<file path="src/rtl/pipe_lfa_adder.sv">
// pipe_lfa_adder: pipelined Ladner-Fischer prefix adder/subtractor with a valid/ready handshake and a sideband tag
module pipe_lfa_adder #(
  parameter int WIDTH         = 16,
  parameter int LVL_PER_STAGE = 2,
  parameter int TAG_W         = 4
) (
  input  logic             clk,
  input  logic             rst_n,
  input  logic             in_valid,
  output logic             in_ready,
  input  logic [WIDTH-1:0] x,
  input  logic [WIDTH-1:0] y,
  input  logic             cin,
  input  logic             sub,
  input  logic [TAG_W-1:0] in_tag,
  output logic             out_valid,
  input  logic             out_ready,
  output logic [WIDTH-1:0] sum,
  output logic             cout,
  output logic             ovf,
  output logic [TAG_W-1:0] out_tag
);
  localparam int LOG = $clog2(WIDTH);
  localparam int NS  = (LOG + LVL_PER_STAGE - 1) / LVL_PER_STAGE;

  logic [WIDTH-1:0] b;
  logic             c0, out_rdy, ld_o, unused_p;
  logic [NS-1:0]    rdy, v_q, v_d, c0_q, c0_d, xm_q, xm_d, bm_q, bm_d;
  logic [WIDTH-1:0] g_q [NS], g_d [NS], p_q [NS], p_d [NS], bp_q [NS], bp_d [NS], gn [NS], pn [NS];
  logic [TAG_W-1:0] tag_q [NS], tag_d [NS];
  logic             ov_q, ov_d, cout_q, cout_d, ovf_q, ovf_d;
  logic [WIDTH-1:0] sum_q, sum_d, sum_n;
  logic [TAG_W-1:0] otag_q, otag_d;

  assign b         = sub ? ~y : y;
  assign c0        = sub | cin;
  assign out_rdy   = !ov_q || out_ready;
  assign in_ready  = rdy[0];
  assign unused_p  = ^pn[NS-1];
  assign out_valid = ov_q;
  assign sum       = sum_q;
  assign cout      = cout_q;
  assign ovf       = ovf_q;
  assign out_tag   = otag_q;

  for (genvar k = 0; k < NS; k++) begin : g_stage
    logic             up_v, ld, c0_n, xm_n, bm_n;
    logic [WIDTH-1:0] g_n, p_n, bp_n;
    logic [TAG_W-1:0] tag_n;
    logic [WIDTH-1:0] gv [LVL_PER_STAGE+1], pv [LVL_PER_STAGE+1];
    if (k == 0) begin : g_first
      // carry-in folded into bit 0 generate so the prefix tree yields carries directly
      assign up_v  = in_valid;
      assign g_n   = (x & b) | {{(WIDTH-1){1'b0}}, (x[0] ^ b[0]) & c0};
      assign p_n   = x ^ b;
      assign bp_n  = x ^ b;
      assign c0_n  = c0;
      assign xm_n  = x[WIDTH-1];
      assign bm_n  = b[WIDTH-1];
      assign tag_n = in_tag;
    end else begin : g_next
      assign up_v  = v_q[k-1];
      assign g_n   = gn[k-1];
      assign p_n   = pn[k-1];
      assign bp_n  = bp_q[k-1];
      assign c0_n  = c0_q[k-1];
      assign xm_n  = xm_q[k-1];
      assign bm_n  = bm_q[k-1];
      assign tag_n = tag_q[k-1];
    end
    // a stage can take new data if it or any stage below it is empty, or the output drains
    assign rdy[k]   = !(&v_q[NS-1:k]) || out_rdy;
    assign ld       = rdy[k] && up_v;
    assign v_d[k]   = rdy[k] ? up_v : v_q[k];
    assign g_d[k]   = ld ? g_n : g_q[k];
    assign p_d[k]   = ld ? p_n : p_q[k];
    assign bp_d[k]  = ld ? bp_n : bp_q[k];
    assign c0_d[k]  = ld ? c0_n : c0_q[k];
    assign xm_d[k]  = ld ? xm_n : xm_q[k];
    assign bm_d[k]  = ld ? bm_n : bm_q[k];
    assign tag_d[k] = ld ? tag_n : tag_q[k];
    assign gv[0] = g_q[k];
    assign pv[0] = p_q[k];
    for (genvar l = 0; l < LVL_PER_STAGE; l++) begin : g_lvl
      for (genvar i = 0; i < WIDTH; i++) begin : g_bit
        if (k * LVL_PER_STAGE + l < LOG && ((i >> (k * LVL_PER_STAGE + l)) & 1) == 1) begin : g_op
          localparam int J = ((i >> (k * LVL_PER_STAGE + l)) << (k * LVL_PER_STAGE + l)) - 1;
          assign gv[l+1][i] = gv[l][i] | (pv[l][i] & gv[l][J]);
          assign pv[l+1][i] = pv[l][i] & pv[l][J];
        end else begin : g_pass
          assign gv[l+1][i] = gv[l][i];
          assign pv[l+1][i] = pv[l][i];
        end
      end
    end
    assign gn[k] = gv[LVL_PER_STAGE];
    assign pn[k] = pv[LVL_PER_STAGE];
  end

  // last stage: sum XOR, carry-out and signed overflow ahead of the output register
  always_comb begin
    sum_n  = bp_q[NS-1] ^ {gn[NS-1][WIDTH-2:0], c0_q[NS-1]};
    ld_o   = out_rdy && v_q[NS-1];
    ov_d   = out_rdy ? v_q[NS-1] : ov_q;
    sum_d  = ld_o ? sum_n : sum_q;
    cout_d = ld_o ? gn[NS-1][WIDTH-1] : cout_q;
    ovf_d  = ld_o ? (xm_q[NS-1] == bm_q[NS-1]) && (sum_n[WIDTH-1] != xm_q[NS-1]) : ovf_q;
    otag_d = ld_o ? tag_q[NS-1] : otag_q;
  end

  // all pipeline state, cleared asynchronously so in-flight work is discarded
  always_ff @(posedge clk or negedge rst_n) begin
    if (!rst_n) begin
      v_q    <= '0;
      c0_q   <= '0;
      xm_q   <= '0;
      bm_q   <= '0;
      g_q    <= '{default: '0};
      p_q    <= '{default: '0};
      bp_q   <= '{default: '0};
      tag_q  <= '{default: '0};
      ov_q   <= 1'b0;
      sum_q  <= '0;
      cout_q <= 1'b0;
      ovf_q  <= 1'b0;
      otag_q <= '0;
    end else begin
      v_q    <= v_d;
      c0_q   <= c0_d;
      xm_q   <= xm_d;
      bm_q   <= bm_d;
      g_q    <= g_d;
      p_q    <= p_d;
      bp_q   <= bp_d;
      tag_q  <= tag_d;
      ov_q   <= ov_d;
      sum_q  <= sum_d;
      cout_q <= cout_d;
      ovf_q  <= ovf_d;
      otag_q <= otag_d;
    end
  end
endmodule

</file>
<file path="config.mk">
export PLATFORM = sky130hd
export DESIGN_NAME = pipe_lfa_adder
export DESIGN_NICKNAME = d
export VERILOG_FILES = /design/src/rtl/pipe_lfa_adder.sv
export SDC_FILE = /design/constraint.sdc
export NUM_CORES = 1
export LEC_CHECK = 0
export BUFFER_PORTS_ARGS = -buffer_cell sky130_fd_sc_hd__buf_4
export CAP_MARGIN = 20
export CORE_MARGIN = 2
export CORE_UTILIZATION = 45
export CTS_CLUSTER_DIAMETER = 30
export DETAILED_ROUTE_END_ITERATION = 6
export GPL_ROUTABILITY_DRIVEN = 0
export SLEW_MARGIN = 20
export SYNTH_ARGS = -nofsm -noshare
export SYNTH_HDL_FRONTEND = slang
export SYNTH_SLANG_ARGS = --single-unit
</file>
<file path="constraint.sdc">
create_clock -name clk -period 1.8 [get_ports clk]
set_input_delay 0.36 -clock clk [delete_from_list [all_inputs] [get_ports clk]]
set_output_delay 0.36 -clock clk [all_outputs]
set_load 0.01 [all_outputs]
</file>
==> metrics.md <==
| Metric | Value |
|---|---|
| Status | finished clean |
| Total negative slack | 0 ns |
| Yosys synthesis warning count | 0 |
| Fmax | 0.635 GHz |
| Top-area cell type share of the netlist area | 57.0% |
| First-pass GRT wire length | 15000 µm |
| R2R Setup Slk | 0.22 ns |
| RSZ-0062 raised after global routing | false |
| CP Cell Sequence | nor2b_4 -> or2b_4 -> a2111o_1 -> o311ai_1 |
| Final min period | 1.58 ns |
| Syn Std Cell Area | 0.00492 mm² |
| Ys async rst share | 100% |
| Clock network power share | 21.0% |
| DR vias/cell | 4.99 |
| IO Port Bufs | 65 |
| Starting Density | 45.8% |
| Worst Setup End Kind | flip-flop |
| CP Class | reg -> reg |
| Worst setup SP type | flip-flop |
| DRT antenna net count | 0 |
| Hold Path Origin | in_valid |
| Worst r2r src | out_valid$_DFFE_PN0P_ |
| Overflow after GRT | 0 |
| Post-Layout Cell Count | 588 |
| CP max FO | 32 |
| CTS Buffer Depth | 2 |
| Top cells by area, synth | dfrtp_1, mux2_1, ha_1, xor2_1, nand2_1 |
| Crit path max-delay family | simple AND/OR/NAND/NOR gates |
| Row count | 38 |
| Placed cells | 571 |
| Net Sw Frac | 31.3% |
| Number of I/O pins | 66 |
| Fillers | 954 |
| Root buf cell | clkbuf_8 |
| Post-synth top area cell | dfrtp_1 |
| Post-synth top flop | dfrtp_1 |
| Placement Setup Slack | 0.206 ns |
| All-Layer GR Usage | 16.6% |
| Largest net degree at the start of global routing | 44 |
| Count of pins over their slew limit | 0 |
| R2r worst-path depth | 4 |
| Number of flops mapped to enable cells by yosys | 0 |
| Final WS setup | 0.224 ns |
| Post-route DRC | 0 |
| Leak | 2.74 nW |
| Slew margin rel. | 70.1% |
| Synth unique cells | 33 |
| Num CTS Buffers | 9 |
| CP arrival | 1.85 ns |
| Area delta synth->final | 18.8% |
| Worst slew pin tran | 0.449 ns |
| Hold Vio Cnt, Final | 0 |
| First-pass detailed-route iteration total | 4 |
| Die height | 109 µm |
| Hold WC Path Type | in -> reg |
| Die Width | 109 µm |
| Int Power | 0.00498 W |
| Layout cells sized above 1 | 21.9% |
| Clock Latency Late Sink | 0.37 ns |
| Pwr Density | 1240 mW/mm² |
| Reg clk slew, reported paths | 0.10 ns |
| DIE AREA | 0.0118 mm² |
| Max VDD drop | 0.592 mV |
| Layout Skew | 0.00749 ns |
| CP required | 2.08 ns |
| WP depth | 4 |
| Routed length per placed instance | 14.7 µm |
| Via count | 2937 |
| Layout net count | 503 |
| Comb power frac | 26.8% |
| Clock Sinks | 112 |
| Worst path bufs/invs | 0 |
| Worst setup path startpoint | out_valid$_DFFE_PN0P_ |
| Core footprint | 0.0107 mm² |
| Yosys reg bits | 112 |
| Max cap viols | 0 |
| CTS tree | built |
| Initial DRC Count | 109 |
| Slowest stage delay, CP | 0.44 ns |
| Number of global-route vias before repair | 3120 |
| H-tree Lvls | 3 |
| Initial antenna violation count | 0 |
| Post-DP HPWL | 6030 µm |
| Crit path to | sum[14]$_DFFE_PN0P_ |
| Post-synthesis sequential area ratio | 57.0% |
| RR Endpoint | sum[14]$_DFFE_PN0P_ |
| Switching pwr | 0.00227 W |
| Sequential Power Share | 52.2% |
| Post-Syn Instances | 373 |
| ANT cells | 0 |
| Post-Route WL | 8630 µm |
| Final-report setup violation count | 0 |
| Slowest-stage cell, CP | a2111o_1 |
| Final Util | 54.3% |
| Pwr Total | 0.00726 W |
| Avg Cell Area, Syn | 13.2 µm² |
| Syn Nets | 433 |
| Synth cell count leaders | dfrtp_1, mux2_1, nand2_1, o21ai_1, xor2_1 |
| Final Cycle Share | 87.5% |
| Post-CTS Setup Inserts | 0 |
| Cell with the most instances after synthesis | dfrtp_1 |
final cells by class:
type,instances,area (µm²),share of cell area [%]
Inverter,2,7.51,0.129
Sequential cell,112,2800,48.0
Timing Repair Buffer,75,628,10.8
Clock inverter,7,77.6,1.33
Tap cell,140,175,3.00
Multi-Input combinational cell,243,2020,34.7
Clock buffer,9,124,2.12
power groups by stage:
stage                     clock (W)  sequential (W)  combinational (W)
after floorplan                   0         0.00382            0.00111
after global placement            0         0.00382            0.00194
after detailed placement          0         0.00385            0.00198
after CTS                   0.00158         0.00380            0.00199
after global routing        0.00168         0.00391            0.00220
final                       0.00152         0.00379            0.00195
how the worst min path moves through the flow:
stage,end,depth (start not counted)
floorplan,bm_q[0]$_DFFE_PN0P_,0
global placement,g_q[24]$_DFFE_PN0P_,1
detailed placement,g_q[24]$_DFFE_PN0P_,1
CTS,v_q[0]$_DFFE_PN0N_,2
global route,g_stage[1].tag_n[3]$_DFFE_PN0P_,2
finish,v_q[0]$_DFFE_PN0N_,2
worst reg2reg max path, stage by stage, from the launching register on:
cell	delay, ns
dfrtp_1	0.42
nor2b_4	0.14
or2b_4	0.39
a2111o_1	0.45
o311ai_1	0.08
logic make-up after synthesis:
family          after synthesis  synth area share, %
fa+ha+maj                    18                 4.58
mux                          81                 18.5
xor+xnor                     27                 4.81
simple gates                 62                 6.16
compound gates               55                 7.02
buf+inv                      18                 1.93
flops                       112                 57.0
cells in the final DEF (no fill, tap or decap), drive strengths merged:
| master | n |
|---|---|
| xor2 | 22 |
| o311ai | 2 |
| or2 | 2 |
| a2111o | 2 |
| nand2b | 2 |
| nand4b | 2 |
| nand3 | 4 |
| o21ai | 28 |
| nand4 | 3 |
| nor2b | 1 |
| nand3b | 2 |
| a21oi | 10 |
| bufinv | 1 |
| clkinvlp | 1 |
| clkinv | 1 |
| dfrtp | 112 |
| nand2 | 37 |
| clkbuf | 9 |
| a221oi | 1 |
| dlygate4sd3 | 1 |
| a21o | 10 |
| buf | 74 |
| and2b | 2 |
| mux2i | 2 |
| or2b | 1 |
| a211o | 1 |
| mux2 | 79 |
| a211oi | 1 |
| ha | 18 |
| and3 | 2 |
| inv | 6 |
| nor2 | 4 |
| xnor2 | 5 |
stage by stage:
stage / area [µm²] / hold WS (ns)
floorplan: 4920 / 0.0644
global placement: 5630 / 0.340
detailed placement: 5630 / 0.340
CTS: 5840 / 0.170
global route: 5840 / 0.162
finish: 5840 / 0.187
flip-flops by register name (all words and copies together), names as in the netlist:
register,cells
bp_q,16
ovf,1
out_tag,4
g_q,32
g_stage.pv,25
g_stage.tag_n,4
sum,16
cout,1
tag_q,4
v_q,2
xm_q,2
bm_q,2
out_valid,1
c0_q,2
repair_timing:
| item | 4_1_cts | 5_1_grt |
|---|---|---|
| setup endpoints to repair | 0 | 0 |
| hold buffers | 1 | 0 |
| hold endpoints to repair | 28 | 0 |
| resized for setup | 0 | 0 |
metal layers:
| layer | track usage, % | share of wire (%) | vias to the layer above |
|---|---|---|---|
| li1 | - | - | 1445 |
| met1 | 22.9 | 49 | 1439 |
| met2 | 25.3 | 45 | 46 |
| met3 | 5.61 | 4.8 | 7 |
| met4 | 4.49 | 1.0 | 0 |
| met5 | 0 | 0 | - |
Note: power is estimated with default switching activity, not from simulation.
